$ cat config.mk
export PLATFORM = sky130hd
export DESIGN_NAME = mem_load_unit
export DESIGN_NICKNAME = d
export VERILOG_FILES = /design/src/rtl/mem_load_unit_pkg.sv /design/src/rtl/mem_load_unit_load_extender.sv /design/src/rtl/mem_load_unit.sv
export SDC_FILE = /design/constraint.sdc
export NUM_CORES = 1
export LEC_CHECK = 0
export ABC_AREA = 1
export BUFFER_PORTS_ARGS = -buffer_cell sky130_fd_sc_hd__buf_2
export CAP_MARGIN = 20
export CORE_UTILIZATION = 58
export CTS_BUF_LIST = sky130_fd_sc_hd__clkbuf_8
export DETAILED_ROUTE_END_ITERATION = 6
export PLACE_DENSITY = 0.92
export SETUP_SLACK_MARGIN = 0.1
export SYNTH_ARGS = -nofsm -noshare
export SYNTH_HDL_FRONTEND = slang
export SYNTH_HIERARCHICAL = 1
export SYNTH_SLANG_ARGS = --single-unit
$ cat constraint.sdc
create_clock -name i_clk -period 4.2 [get_ports i_clk]
set_clock_uncertainty 0.05 [all_clocks]
set_input_delay 0.63 -clock i_clk [delete_from_list [all_inputs] [get_ports i_clk]]
set_output_delay 0.63 -clock i_clk [all_outputs]
set_load 0.03 [all_outputs]
$ cat src/rtl/mem_load_unit_pkg.sv
// Shared load encodings, size and FSM state types for the load unit.
package mem_load_unit_pkg;

  localparam logic [2:0] F3_LB      = 3'b000;
  localparam logic [2:0] F3_LH      = 3'b001;
  localparam logic [2:0] F3_LW      = 3'b010;
  localparam logic [2:0] F3_LD      = 3'b011;
  localparam logic [2:0] F3_LBU     = 3'b100;
  localparam logic [2:0] F3_LHU     = 3'b101;
  localparam logic [2:0] F3_LWU     = 3'b110;
  localparam logic [2:0] F3_ILLEGAL = 3'b111;

  typedef enum logic [1:0] {
    SZ_BYTE   = 2'd0,
    SZ_HALF   = 2'd1,
    SZ_WORD   = 2'd2,
    SZ_DOUBLE = 2'd3
  } load_size_e;

  typedef enum logic [1:0] {
    ST_IDLE = 2'd0,
    ST_REQ  = 2'd1,
    ST_WAIT = 2'd2,
    ST_RESP = 2'd3
  } state_e;

  function automatic load_size_e size_of(input logic [2:0] f3);
    return load_size_e'(f3[1:0]);
  endfunction

  // Illegal encodings are screened out by the caller before this is consulted.
  function automatic logic is_misaligned(input logic [2:0] f3, input logic [2:0] off);
    case (size_of(f3))
      SZ_HALF:   return off[0];
      SZ_WORD:   return |off[1:0];
      SZ_DOUBLE: return |off;
      default:   return 1'b0;
    endcase
  endfunction

endpackage

$ cat src/rtl/mem_load_unit_load_extender.sv
// Moves the addressed bytes of a 64-bit beat down to bit 0 and sign/zero-extends per funct3.
module load_extender
  import mem_load_unit_pkg::*;
(
  input  logic [63:0] rdata_i,
  input  logic [2:0]  offset_i,
  input  logic [2:0]  funct3_i,
  output logic [63:0] data_o
);

  logic [63:0] shifted;

  assign shifted = rdata_i >> {offset_i, 3'b000};

  always_comb begin
    data_o = shifted;
    case (funct3_i)
      F3_LB:   data_o = {{56{shifted[7]}},  shifted[7:0]};
      F3_LH:   data_o = {{48{shifted[15]}}, shifted[15:0]};
      F3_LW:   data_o = {{32{shifted[31]}}, shifted[31:0]};
      F3_LBU:  data_o = {56'd0, shifted[7:0]};
      F3_LHU:  data_o = {48'd0, shifted[15:0]};
      F3_LWU:  data_o = {32'd0, shifted[31:0]};
      default: data_o = shifted;
    endcase
  end

endmodule

$ cat src/rtl/mem_load_unit.sv
// Single-outstanding load unit: aligned 8-byte read, lane shift/extend, registered writeback.
module mem_load_unit
  import mem_load_unit_pkg::*;
#(
  parameter int DATA_WIDTH = 64,
  parameter int ADDR_WIDTH = 64
) (
  input  logic                  i_clk,
  input  logic                  i_rst_n,
  input  logic                  i_load_req,
  output logic                  o_load_ready,
  input  logic [ADDR_WIDTH-1:0] i_addr,
  input  logic [2:0]            i_funct3,
  input  logic [4:0]            i_rd,
  output logic                  o_mem_read_req,
  output logic [ADDR_WIDTH-1:0] o_mem_addr,
  input  logic                  i_mem_gnt,
  input  logic                  i_mem_rvalid,
  input  logic [DATA_WIDTH-1:0] i_mem_rdata,
  output logic                  o_rsp_valid,
  output logic [DATA_WIDTH-1:0] o_rsp_data,
  output logic [4:0]            o_rsp_rd,
  output logic                  o_misaligned,
  output logic                  o_illegal
);

  state_e                state_q, state_d;
  logic [ADDR_WIDTH-1:0] addr_q, addr_d;
  logic [2:0]            f3_q, f3_d;
  logic [4:0]            rd_q, rd_d;
  logic [DATA_WIDTH-1:0] data_q, data_d;
  logic                  mis_q, mis_d;
  logic                  ill_q, ill_d;
  logic [DATA_WIDTH-1:0] ext_data;

  load_extender u_load_extender (
    .rdata_i  (i_mem_rdata),
    .offset_i (addr_q[2:0]),
    .funct3_i (f3_q),
    .data_o   (ext_data)
  );

  always_ff @(posedge i_clk or negedge i_rst_n) begin
    if (!i_rst_n) begin
      state_q <= ST_IDLE;
      addr_q  <= '0;
      f3_q    <= '0;
      rd_q    <= '0;
      data_q  <= '0;
      mis_q   <= 1'b0;
      ill_q   <= 1'b0;
    end else begin
      state_q <= state_d;
      addr_q  <= addr_d;
      f3_q    <= f3_d;
      rd_q    <= rd_d;
      data_q  <= data_d;
      mis_q   <= mis_d;
      ill_q   <= ill_d;
    end
  end

  always_comb begin
    state_d = state_q;
    addr_d  = addr_q;
    f3_d    = f3_q;
    rd_d    = rd_q;
    data_d  = data_q;
    mis_d   = mis_q;
    ill_d   = ill_q;
    case (state_q)
      ST_IDLE: begin
        if (i_load_req) begin
          addr_d = i_addr;
          f3_d   = i_funct3;
          rd_d   = i_rd;
          ill_d  = (i_funct3 == F3_ILLEGAL);
          mis_d  = !ill_d && is_misaligned(i_funct3, i_addr[2:0]);
          // Faulting loads skip memory and answer with zero data.
          if (ill_d || mis_d) begin
            data_d  = '0;
            state_d = ST_RESP;
          end else begin
            state_d = ST_REQ;
          end
        end
      end
      ST_REQ: begin
        if (i_mem_gnt) begin
          if (i_mem_rvalid) begin
            data_d  = ext_data;
            state_d = ST_RESP;
          end else begin
            state_d = ST_WAIT;
          end
        end
      end
      ST_WAIT: begin
        if (i_mem_rvalid) begin
          data_d  = ext_data;
          state_d = ST_RESP;
        end
      end
      default: state_d = ST_IDLE;
    endcase
  end

  assign o_load_ready   = (state_q == ST_IDLE);
  assign o_mem_read_req = (state_q == ST_REQ);
  assign o_mem_addr     = {addr_q[ADDR_WIDTH-1:3], 3'b000};
  assign o_rsp_valid    = (state_q == ST_RESP);
  assign o_rsp_data     = data_q;
  assign o_rsp_rd       = rd_q;
  assign o_misaligned   = mis_q;
  assign o_illegal      = ill_q;

endmodule
# Word-level counts from Yosys, hierarchy flattened
# Index checks and enable logic that the tools add are counted.
# word_totals
register_bits	140
word_cells	50
# classes
reduce_logical	11
n_eq_ne	16
shift	1
muxes	15
# op_table
cell	count
$pmux W64 S6	1
$mux W64	4
$pmux W64 S3	1
$shr A64 B6 Y64	1
$eq A3 B3 Y1 const B	4
$eq A2 B2 Y1 const B	4
$mux W2	4
$pmux W2 S3	1
$eq A2 B1 Y1 const B	2
$ne A2 B1 Y1 const B	2
$ne A2 B2 Y1 const B	2
$reduce_and A4 Y1	1
$eq A3 B1 Y1 const B	1
$eq A3 B2 Y1 const B	1
$logic_not A3 Y1	1
$mux W1	3
$pmux W1 S3	1
$reduce_and A3 Y1	1
$reduce_bool A3 Y1	1
$reduce_or A3 Y1	1
$logic_not A2 Y1	1
$reduce_and A2 Y1	1
$reduce_or A2 Y1	1
$logic_and A1 B1 Y1	1
other kinds (2)	2

# Depth between registers and ports, before layout
# logic_depth
word_depth	9
ltp_mapped	14

# By module
# Netlist, hierarchy kept.
# modules_own_cells
module	n_inst	cells_each	area_each_um2	seq_area_each_um2
mem_load_unit	1	762	6521.3	3503.4
load_extender	1	492	2454.9	0.0

# Worst setup path after synthesis
# No wires, ideal clock.
# synth_timing
path_type	register -> register
from	reg state_q[0]
to	reg data_q[10], in the netlist o_rsp_data[10]
arrival_time_ps	1565
t_required_ps	4032
setup_slack_ps	2467
path_stages_with_launch	10
cell_sequence	dfrtp_1 -> inv_1 -> ha_1 -> inv_1 -> nor2_1 -> nor2_2 -> buf_6 -> buf_6 -> nand3b_1 -> nand2_1
# synth_between
elab_chain_len	3
word_cells_on_any_way	9
# synth_rtl
element	line	text
start, declared	mem_load_unit.sv:27	state_e state_q, state_d;
start signal, assigned	mem_load_unit.sv:53	state_q <= state_d;
$logic_not A2 Y1 *	n/a	
net o_load_ready	mem_load_unit.sv:11	output logic o_load_ready,
$ne A2 B1 Y1 (no line), or another cell as far along	n/a	
$reduce_and A4 Y1 (no line)	n/a	
end signal, assigned	mem_load_unit.sv:57	data_q <= data_d;
end, declared	mem_load_unit.sv:31	logic [DATA_WIDTH-1:0] data_q, data_d;
# Mark *: on every way through the listed nets, which the timed path passes. The rest lies on a longest branch.
# A chain may end at the register's enable or synchronous reset.

# Worst setup path in the final report
# layout_timing
from	reg addr_q[1]
to	reg data_q[21], in the netlist o_rsp_data[21]
# layout_between
elab_chain_len	5
# layout_rtl
element	line	text
start, declared	mem_load_unit.sv:28	logic [ADDR_WIDTH-1:0] addr_q, addr_d;
start signal, assigned	mem_load_unit.sv:54	addr_q <= addr_d;
$shr A64 B6 Y64 *	mem_load_unit_load_extender.sv:13	assign shifted = rdata_i >> {offset_i, 3'b000};
$pmux W64 S6 *	mem_load_unit_load_extender.sv:17	case (funct3_i)
net ext_data[21]	mem_load_unit.sv:34	logic [DATA_WIDTH-1:0] ext_data;
$mux W64 *	mem_load_unit.sv:90, mem_load_unit.sv:99	
$mux W64	mem_load_unit.sv:89	if (i_mem_gnt) begin
$pmux W64 S3 *	mem_load_unit.sv:71	case (state_q)
# Mark *: on every way through the listed nets, which the timed path passes. The rest lies on a longest branch. The select of a mux whose other input is x is not followed.

==> impl_metrics.ini <==
[outcome]
outcome = finished clean

[power]
power_density_nw_per_um2 = 885
p_seq_frac = 0.245
swShare = 0.536
peakVddDrop_uv = 592
p_leak_nw = 5.84
combPwrFrac = 0.636
clkPwrFrac = 0.119
switchingPower_mw = 4.77
p_int_mw = 4.12

[critical_path]
regToRegEndpoint = o_rsp_data[21]
cp-end-kind = flip-flop
crit_buf_inv = 3
rr_worst_depth = 12
cp-start-kind = flip-flop
worst_ep_required_time_ns = 4.53
r2r_start = addr_q[1]
critPathMaxStageDelay_ns = 0.62
cp_max_fo = 55
cp_slowest_cell = nand3_2
r2r_setup_slack_ns = 1.07
worst-setup-path-type = reg -> reg
path_common_cell = nand2_1
path_delay_family = simple AND/OR/NAND/NOR gates
crit_cells = 12
crit_arrival_ns = 3.47
cp_cell_sequence = buf_4 > inv_2 > nand3_1 > nand2_1 > nand2_1 > nand3_2 > nand2_2 > inv_4 > nand2_1 > nand2_1 > nand3b_1 > nand2_1

[yosys]
synth-edff-count = 0
ys_async_sr_fraction = 1.00
yosysUniqueCellTypes = 36
ys_ff_latch = 140
yosys.area.top_type_share = 0.390
avgSynthCellArea_sq_um = 7.16
synth_most_common_cell = nand2_1
ys_seq_area_frac = 0.390
yosysTopAreaCell = dfrtp_1
synth_area_leaders = dfrtp_1 (39%), nand2_1 (27%), buf_4 (5.9%)
synth-warning-count = 6
synth_cells = 1254
synth_common_cells = nand2_1 (635), dfrtp_1 (140), buf_4 (70)
ys.flop_type = dfrtp_1
syn_area_sq_um = 8980

[clock_network]
clk_pin_slew_worst_paths_ns = 0.08
cts_max_level = 4
post_cts_buffers = 0
cts.sinks = 140
max-clock-path-buffers = 2
cts_made_buffers = 17
holdBufCountCts = 0
cts-root-buf = clkbuf_8
cts_tree = yes
clk_latency_ns = 0.44
cts_resized = 0

[die]
initial_core_util = 0.593
die_area_sq_um = 16000
core_area_sq_um = 15100
core.rowCount = 45
ioPinCount = 279
die_h_um = 126
die_x_um = 126

[global_route]
grt_pass1_wl_mm = 40.4
antenna_found_initial = 0
track_usage = 0.320
grt_pass1_vias = 7892
grt_start_max_net_pins = 101
overflow = 0

[sta]
post-route-min-period_ns = 3.13
slew_viol_final = 0
post-route-period-util = 0.746
max_freq_mhz = 319
worstMarginPinSlew_ns = 0.908
tns_ns = 0
hold_viol = 0
slew_headroom = 0.395
rsz0062_at_grt = false
setup_viol = 0

[place]
dp_hpwl_mm = 17.6
io_buffer_count = 275
dpl_cell_area_sq_um = 9640
globalplace.congestion = 1.02

[route]
drt_iter0_markers = 1029
firstDrtPassIters = 5
num_vias = 8784
drc = 0
routed_wl_mm = 25.2
drt-vias-per-instance = 5.45
antenna_left = 0
wl_per_cell_um = 15.7

[layout]
final_area_sq_um = 10000
area_growth_pct = 11.9
drive_above_1_share = 0.251
nets = 1556

[run]
drv_cap = 0

[worst_hold_path]
hold_class = in -> async
==> state kept, by name (all words and copies together) (netlist names) <==
register / flops
addr_q: 64
o_illegal: 1
o_rsp_data: 64
state_q: 2
o_rsp_rd: 5
o_misaligned: 1
f3_q: 3
==> cell type report <==
cell class / instances / area (sq um)
Fill cell: 1346 / 5100
Multi-Input combinational cell: 937 / 4310
Sequential cell: 140 / 3500
Timing Repair Buffer: 289 / 1510
Clock buffer: 19 / 262
Tap cell: 188 / 235
Clock inverter: 13 / 126
Inverter: 26 / 100
Antenna cell: 1 / 2.50
==> power by group through the flow <==
stage	clock network (mW)	logic (mW)	registers (mW)
finish	1.06	5.65	2.18
detailed placement	0	5.54	2.19
floorplan	0	4.45	2.52
global route	1.14	6.20	2.23
CTS	1.08	5.56	2.18
global placement	0	5.39	2.17
==> per-layer routing <==
layer  global-route usage  up-vias  share of wire
met5                    0        -              0
met4                0.121        0          0.029
met3               0.0637       59          0.081
met2                0.511      461           0.47
met1                0.432     4024           0.42
li1                     -     4240              -
==> cells in the final DEF, fill, tap and decap left out, types with 17 or more instances in the layout <==
cell        n
buf_2     274
clkbuf_8   19
dfrtp_1   140
inv_1      22
nand2_1   634
nand3_1    62
nand3b_1   64
nand4_1    23
nor2_1     19
o211ai_1   17
o21ai_0    37
o21ai_1    18
==> worst max-delay path by stage <==
| stage | from | to | slack [ns] |
|---|---|---|---|
| after floorplan | state_q[0] | o_rsp_data[10] | 2.47 |
| after global placement | addr_q[1] | o_rsp_data[15] | 1.26 |
| after detailed placement | addr_q[1] | o_rsp_data[15] | 1.21 |
| after CTS | addr_q[1] | o_rsp_data[21] | 1.15 |
| after global routing | addr_q[1] | o_rsp_data[21] | 0.83 |
| final | addr_q[1] | o_rsp_data[21] | 1.07 |
==> per-stage QoR <==
| stage | setup WS, ns | util | cells | total power, mW | hold WS [ns] |
|---|---|---|---|---|---|
| CTS | 1.15 | 0.662 | 1611 | 8.82 | 0.248 |
| finish | 1.07 | 0.663 | 1613 | 8.89 | 0.220 |
| detailed placement | 1.21 | 0.636 | 1579 | 7.73 | 0.404 |
| global placement | 1.26 | 0.635 | 1578 | 7.57 | 0.400 |
| floorplan | 2.47 | - | 1256 | 6.98 | 0.284 |
| global route | 0.826 | 0.663 | 1612 | 9.57 | 0.278 |
==> kinds of logic (layout without fill, tap and decap cells) <==
kind of cell	after synthesis	after routing	share of synthesized area
other	1	4	0.000418
AO/OA/AOI/OAI	90	90	0.0565
adder cells (fa/ha/maj)	4	4	0.00558
buffers and inverters	179	347	0.132
AND/OR/NAND/NOR	837	837	0.412
multiplexers	3	3	0.00335
flip-flops	140	140	0.390
No activity file was read; power rests on OpenSTA's default activity.
